==> config.mk <==
export PLATFORM = sky130hd
export DESIGN_NAME = serial_adder_flat
export DESIGN_NICKNAME = d
export VERILOG_FILES = /design/src/rtl/serial_adder_if.sv /design/src/rtl/serial_adder.sv /design/src/flat_wrapper.sv
export SDC_FILE = /design/constraint.sdc
export NUM_CORES = 1
export LEC_CHECK = 0
export CORE_UTILIZATION = 40
export CTS_CLUSTER_DIAMETER = 80
export DETAILED_ROUTE_END_ITERATION = 10
export SLEW_MARGIN = 15
export SYNTH_ARGS = -nofsm -noshare
export SYNTH_HDL_FRONTEND = slang
export SYNTH_SLANG_ARGS = --single-unit
export TNS_END_PERCENT = 1
==> constraint.sdc <==
create_clock -name clk -period 1.7 [get_ports clk]
set_input_delay 0.51 -clock clk [delete_from_list [all_inputs] [get_ports clk]]
set_output_delay 0.51 -clock clk [all_outputs]
set_load 0.05 [all_outputs]
==> src/rtl/serial_adder_if.sv <==
// Start/done handshake bundle for serial_adder: operands in, busy/done/result out.
// SERIAL_ADDER_OVF_EN adds the signed-overflow flag to the bundle.
interface serial_adder_if #(
    parameter int WIDTH = 8
);
    logic             start;
    logic [WIDTH-1:0] a;
    logic [WIDTH-1:0] b;
    logic             cin;
    logic             sub;
    logic             busy;
    logic             done;
    logic [WIDTH-1:0] sum;
    logic             cout;
`ifdef SERIAL_ADDER_OVF_EN
    logic             ovf;

    modport master (output start, a, b, cin, sub, input busy, done, sum, cout, ovf);
    modport slave  (input start, a, b, cin, sub, output busy, done, sum, cout, ovf);
`else
    modport master (output start, a, b, cin, sub, input busy, done, sum, cout);
    modport slave  (input start, a, b, cin, sub, output busy, done, sum, cout);
`endif
endinterface

==> src/rtl/serial_adder.sv <==
// Bit-serial adder/subtractor, DIGIT bits per clock through chained full adders.
// Define SERIAL_ADDER_OVF_EN to add the signed-overflow output ovf.
//
// state  | meaning
// IDLE   | waiting for start, operands captured on accept
// RUN    | one digit of the result produced per cycle
// DONE   | one-cycle done pulse, result valid
module serial_adder #(
    parameter int WIDTH = 8,
    parameter int DIGIT = 1
) (
    input  logic          clk,
    input  logic          rst_n,
    serial_adder_if.slave bus
);
    localparam int N  = WIDTH / DIGIT;
    localparam int CW = (N > 1) ? $clog2(N) : 1;

    if (WIDTH < 2 || DIGIT < 1 || (WIDTH % DIGIT) != 0) begin : g_bad_cfg
        $error("serial_adder: WIDTH must be >= 2 and an exact multiple of DIGIT");
    end

    typedef enum logic [1:0] {S_IDLE, S_RUN, S_DONE} state_t;

    state_t           state_q, state_d;
    logic [WIDTH-1:0] a_q, a_d, b_q, b_d, res_q, res_d, sum_q, sum_d;
    logic [CW-1:0]    cnt_q, cnt_d;
    logic             carry_q, carry_d, sub_q, sub_d, cout_q, cout_d;
    logic [DIGIT-1:0] dig_s;
    logic             dig_c;
    logic             last_digit;
    logic             busy, done;
`ifdef SERIAL_ADDER_OVF_EN
    logic             dig_c_msb;
    logic             ovf_q, ovf_d;
`endif

    task automatic full_add(input logic x, input logic y, input logic ci,
                            output logic s, output logic co);
        s  = x ^ y ^ ci;
        co = (x & y) | (ci & (x ^ y));
    endtask

    always_comb begin : p_digit
        logic [DIGIT:0] c;
        c     = '0;
        c[0]  = carry_q;
        dig_s = '0;
        for (int i = 0; i < DIGIT; i++) begin
            full_add(a_q[i], b_q[i], c[i], dig_s[i], c[i+1]);
        end
        dig_c = c[DIGIT];
`ifdef SERIAL_ADDER_OVF_EN
        dig_c_msb = c[DIGIT-1];
`endif
    end

    assign last_digit = (cnt_q == CW'(N - 1));

    always_ff @(posedge clk) begin
        if (!rst_n) state_q <= S_IDLE;
        else        state_q <= state_d;
    end

    always_comb begin
        state_d = state_q;
        case (state_q)
            S_IDLE:  if (bus.start) state_d = S_RUN;
            S_RUN:   if (last_digit) state_d = S_DONE;
            S_DONE:  state_d = S_IDLE;
            default: state_d = S_IDLE;
        endcase
    end

    always_comb begin
        busy = (state_q == S_RUN);
        done = (state_q == S_DONE);
    end

    // Subtraction runs as a + ~b + ~borrow_in; the borrow-out is the inverted final carry.
    always_comb begin
        a_d     = a_q;
        b_d     = b_q;
        res_d   = res_q;
        carry_d = carry_q;
        cnt_d   = cnt_q;
        sub_d   = sub_q;
        sum_d   = sum_q;
        cout_d  = cout_q;
`ifdef SERIAL_ADDER_OVF_EN
        ovf_d   = ovf_q;
`endif
        case (state_q)
            S_IDLE: begin
                if (bus.start) begin
                    a_d     = bus.a;
                    b_d     = bus.sub ? ~bus.b : bus.b;
                    carry_d = bus.cin ^ bus.sub;
                    cnt_d   = '0;
                    sub_d   = bus.sub;
                end
            end
            S_RUN: begin
                a_d     = a_q >> DIGIT;
                b_d     = b_q >> DIGIT;
                res_d   = (WIDTH'(dig_s) << (WIDTH - DIGIT)) | (res_q >> DIGIT);
                carry_d = dig_c;
                cnt_d   = cnt_q + 1'b1;
                if (last_digit) begin
                    sum_d  = res_d;
                    cout_d = dig_c ^ sub_q;
`ifdef SERIAL_ADDER_OVF_EN
                    ovf_d  = dig_c ^ dig_c_msb;
`endif
                end
            end
            default: ;
        endcase
    end

    always_ff @(posedge clk) begin
        if (!rst_n) begin
            a_q     <= '0;
            b_q     <= '0;
            res_q   <= '0;
            carry_q <= 1'b0;
            cnt_q   <= '0;
            sub_q   <= 1'b0;
            sum_q   <= '0;
            cout_q  <= 1'b0;
`ifdef SERIAL_ADDER_OVF_EN
            ovf_q   <= 1'b0;
`endif
        end else begin
            a_q     <= a_d;
            b_q     <= b_d;
            res_q   <= res_d;
            carry_q <= carry_d;
            cnt_q   <= cnt_d;
            sub_q   <= sub_d;
            sum_q   <= sum_d;
            cout_q  <= cout_d;
`ifdef SERIAL_ADDER_OVF_EN
            ovf_q   <= ovf_d;
`endif
        end
    end

    assign bus.busy = busy;
    assign bus.done = done;
    assign bus.sum  = sum_q;
    assign bus.cout = cout_q;
`ifdef SERIAL_ADDER_OVF_EN
    assign bus.ovf  = ovf_q;
`endif
endmodule

==> src/flat_wrapper.sv <==
// flat-port wrapper written by rule: the top's interface ports become plain ports
module serial_adder_flat 
#(
    parameter int WIDTH = 8,
    parameter int DIGIT = 1
)
  (clk, rst_n, bus_start, bus_a, bus_b, bus_cin, bus_sub, bus_busy, bus_done, bus_sum, bus_cout);
  serial_adder_if #(.WIDTH(WIDTH)) bus_i ();
  input  logic clk;
  input  logic rst_n;
  input wire logic [$bits(bus_i.start)-1:0] bus_start;
  input wire logic [$bits(bus_i.a)-1:0] bus_a;
  input wire logic [$bits(bus_i.b)-1:0] bus_b;
  input wire logic [$bits(bus_i.cin)-1:0] bus_cin;
  input wire logic [$bits(bus_i.sub)-1:0] bus_sub;
  output wire logic [$bits(bus_i.busy)-1:0] bus_busy;
  output wire logic [$bits(bus_i.done)-1:0] bus_done;
  output wire logic [$bits(bus_i.sum)-1:0] bus_sum;
  output wire logic [$bits(bus_i.cout)-1:0] bus_cout;
  assign bus_i.start = bus_start;
  assign bus_i.a = bus_a;
  assign bus_i.b = bus_b;
  assign bus_i.cin = bus_cin;
  assign bus_i.sub = bus_sub;
  assign bus_busy = bus_i.busy;
  assign bus_done = bus_i.done;
  assign bus_sum = bus_i.sum;
  assign bus_cout = bus_i.cout;
  serial_adder #(.WIDTH(WIDTH), .DIGIT(DIGIT)) u_core (.clk(clk), .rst_n(rst_n), .bus(bus_i));
endmodule
==> metrics <==
outcome=completed; Area after DPL=2160 um^2; Top FF cell, synth=dfxtp_1; Sw Ratio=23.8%; reg2reg end=u_core.state_q[0]; Max Root-Sink Buffers=2; crit path kind=reg -> out; Commonest cells post-synth=39 x dfxtp_1, 24 x nand2_1, 23 x a21oi_1; reg2reg start=u_core.cnt_q[0]; post-detail-place hpwl=2.44 mm; RSZ-0062 raised after global routing=false; Hold Path Class=reg -> reg; Non-Filler Instances=270; CP max stage delay=0.34 ns; Reg clk slew, reported paths=0.08 ns; register share of total power=47.9%; Cell Area, Synth=1660 um^2; H-tree level count=2; Int Pwr=1.57 mW; DR vias=1431; YS warnings=0; GRT Util Overall=18.9%; Placed Instances=262; dominant cell type by area after synthesis=dfxtp_1; # IOs=32; DRT Wirelength=3.57 mm; number of routed nets with antenna violations=0; Hold Path Sink=u_core.res_q[1]; clock skew=0.00565 ns; TritonCTS clock tree=built; vias in the first global route=1400; PortBufs=31; RD Place Congestion=0.804; highest clock rate=607 MHz; number of vias per cell=5.30; Worst-Margin Slew=0.247 ns; largest net degree at the start of global routing=27; Sink Count=39; clock network power share=38.9%; pwr dens=903 nW/um^2; fin area=2280 um^2; Initial Util=41.4%; most common cell in the netlist=dfxtp_1; row cnt=23; FF-to-FF path depth=5; CTS Hold Bufs=0; PnR Total Power=2.06 mW; Hold Path Depth=2; Post-CTS Setup Inserts=0; Worst path slowest cell=dfxtp_1; crit start category=flop; async set-or-reset flop fraction in the synthesized netlist=0%; library cells used by synthesis=36; Sw Pwr=491 uW; worst path cell trace=buf_4, nor2_2, buf_12; clk_lat worst skew=0.29 ns; DRC violation total after the first TritonRoute iteration=81; Slew headroom=83.5%; worst ir drop on vdd=0.537 mV; Reg2Reg Setup Slack=0.44 ns; HP Start=u_core.res_q[1]; wire per inst=13.2 um; ratio of final minimum period to clock period=96.9%; # diodes=0; Avg Synthesized Cell Area=9.10 um^2; max-slew violations=0; Leakage Power=0.827 nW; full die area=4400 um^2; Critical Path AT=1.14 ns; initial antenna violation count=0; Tmin final=1.65 ns; cell count after synthesis=182; Yosys reg bits=39; Die Y=66.4 um; Area contributors post-synth=dfxtp_1 47%, a21oi_1 6.9%, nand2_1 5.4%; Final Hold Vio Count=0; worst-path maximum fanout=10; DRC violations left=0; final setup fails=0; share of cells above drive strength 1=17.7%; nets=243; Critical Path RT=1.19 ns; first-pass iteration count of the detailed router=4; chip width=66.4 um; Comb pwr share=13.2%; Post-Syn Nets=206; fillers=366; first-pass GRT wire length=6.17 mm; Seq/Total Area, Yosys=47.1%; root buf cell=clkbuf_8; max cap viols=0; CTS buffer count=5; share of the synthesized area in the top cell type=47.1%; Layout area overhead=37.7%; Core Region=4000 um^2; Remaining Overflow, GRT=0; EDFF count, synth=0; Crit. End Element=output pin
through the flow:
step / hold slack [ns] / TNS [ns] / util, % / worst slack [ns]
after floorplan: 0.437 / 0 / - / 0.0722
after global placement: 0.443 / -0.650 / 54.0 / -0.0735
after detailed placement: 0.461 / -1.17 / 54.0 / -0.106
after CTS: 0.473 / 0 / 57.0 / 0.0388
after global routing: 0.494 / 0 / 57.0 / 0.0148
final: 0.471 / 0 / 57.0 / 0.0531
cell families (layout without fill, tap and decap cells):
family / count (synthesis) / count (layout) / synth area share [%]
AOI/OAI and AO/OA: 58 / 58 / 22.1
xor gates and xnor gates: 10 / 10 / 5.29
adders and majority gates: 3 / 3 / 2.72
buffers and inverters: 16 / 54 / 5.81
DFF: 39 / 39 / 47.1
muxes: 1 / 1 / 0.604
and+or+nand+nor: 55 / 55 / 16.4
power by group through the flow:
stage / Sequential, mW / Clock [mW] / Combinational (mW)
after floorplan: 0.999 / 0 / 0.179
after detailed placement: 1.01 / 0 / 0.271
final: 0.987 / 0.801 / 0.272
after global routing: 0.991 / 0.858 / 0.299
after CTS: 0.986 / 0.815 / 0.274
after global placement: 1.00 / 0 / 0.266
per-layer routing:
layer | GRT usage (%) | share of wire [%]
met4 | 7.98 | 1.0
met3 | 6.21 | 5.0
met5 | 0 | 0
met2 | 30.6 | 48
met1 | 22.7 | 46
layout make-up:
cell class | instances | area [um^2] | area share, %
repair buffers | 42 | 515 | 22.6
inverters | 4 | 22.5 | 0.987
clock inverters | 2 | 35.0 | 1.54
clock buffers | 6 | 82.6 | 3.62
well taps | 50 | 62.6 | 2.74
multi-input cells | 127 | 782 | 34.3
flip-flops and latches | 39 | 781 | 34.2
how the worst max path moves through the flow:
stage | from | endpoint | slack, ns | depth (start not counted)
3_5_place_dp | bus_start | u_core.a_q[2] | -0.11 | 5
2_1_floorplan | u_core.state_q[1] | bus_done | 0.07 | 2
6_report | u_core.state_q[0] | bus_done | 0.05 | 3
4_1_cts | u_core.state_q[1] | bus_busy | 0.04 | 3
5_1_grt | u_core.state_q[0] | bus_done | 0.01 | 3
3_3_place_gp | bus_start | u_core.a_q[6] | -0.07 | 5
critical path: cells and delay by family, from the launching register on:
kind                   cells  cell delay [ns]
buffers and inverters      2             0.34
flip-flops                 1             0.34
AND/OR/NAND/NOR            1             0.16
cell usage in the layout (no fill, tap or decap), types with 2 or more instances in the layout:
cell type,count
a21oi_1,23
a22oi_1,7
buf_12,12
buf_4,10
clkbuf_8,6
clkdlybuf4s50_1,20
clkinv_1,2
dfxtp_1,39
ha_1,2
nand2_1,24
nand2b_1,2
nand3_1,12
nor2_1,9
o21ai_0,7
o221ai_1,5
o22ai_1,9
o2bb2ai_1,2
xnor2_1,9
state kept, by name, summed over array words and instances (netlist names):
register and flops:
u_core.state_q 2, u_core.carry_q 1, u_core.res_q 7, u_core.b_q 8, u_core.bus.sum 8, u_core.a_q 8, u_core.bus.cout 1, u_core.sub_q 1
u_core.cnt_q 3
what timing repair did:
| item | in CTS | in global routing |
|---|---|---|
| hold endpoints to repair | 0 | 0 |
| resized for setup | 1 | 1 |
| setup endpoints to repair | 1 | 1 |
(Power assumes the default switching activity.)
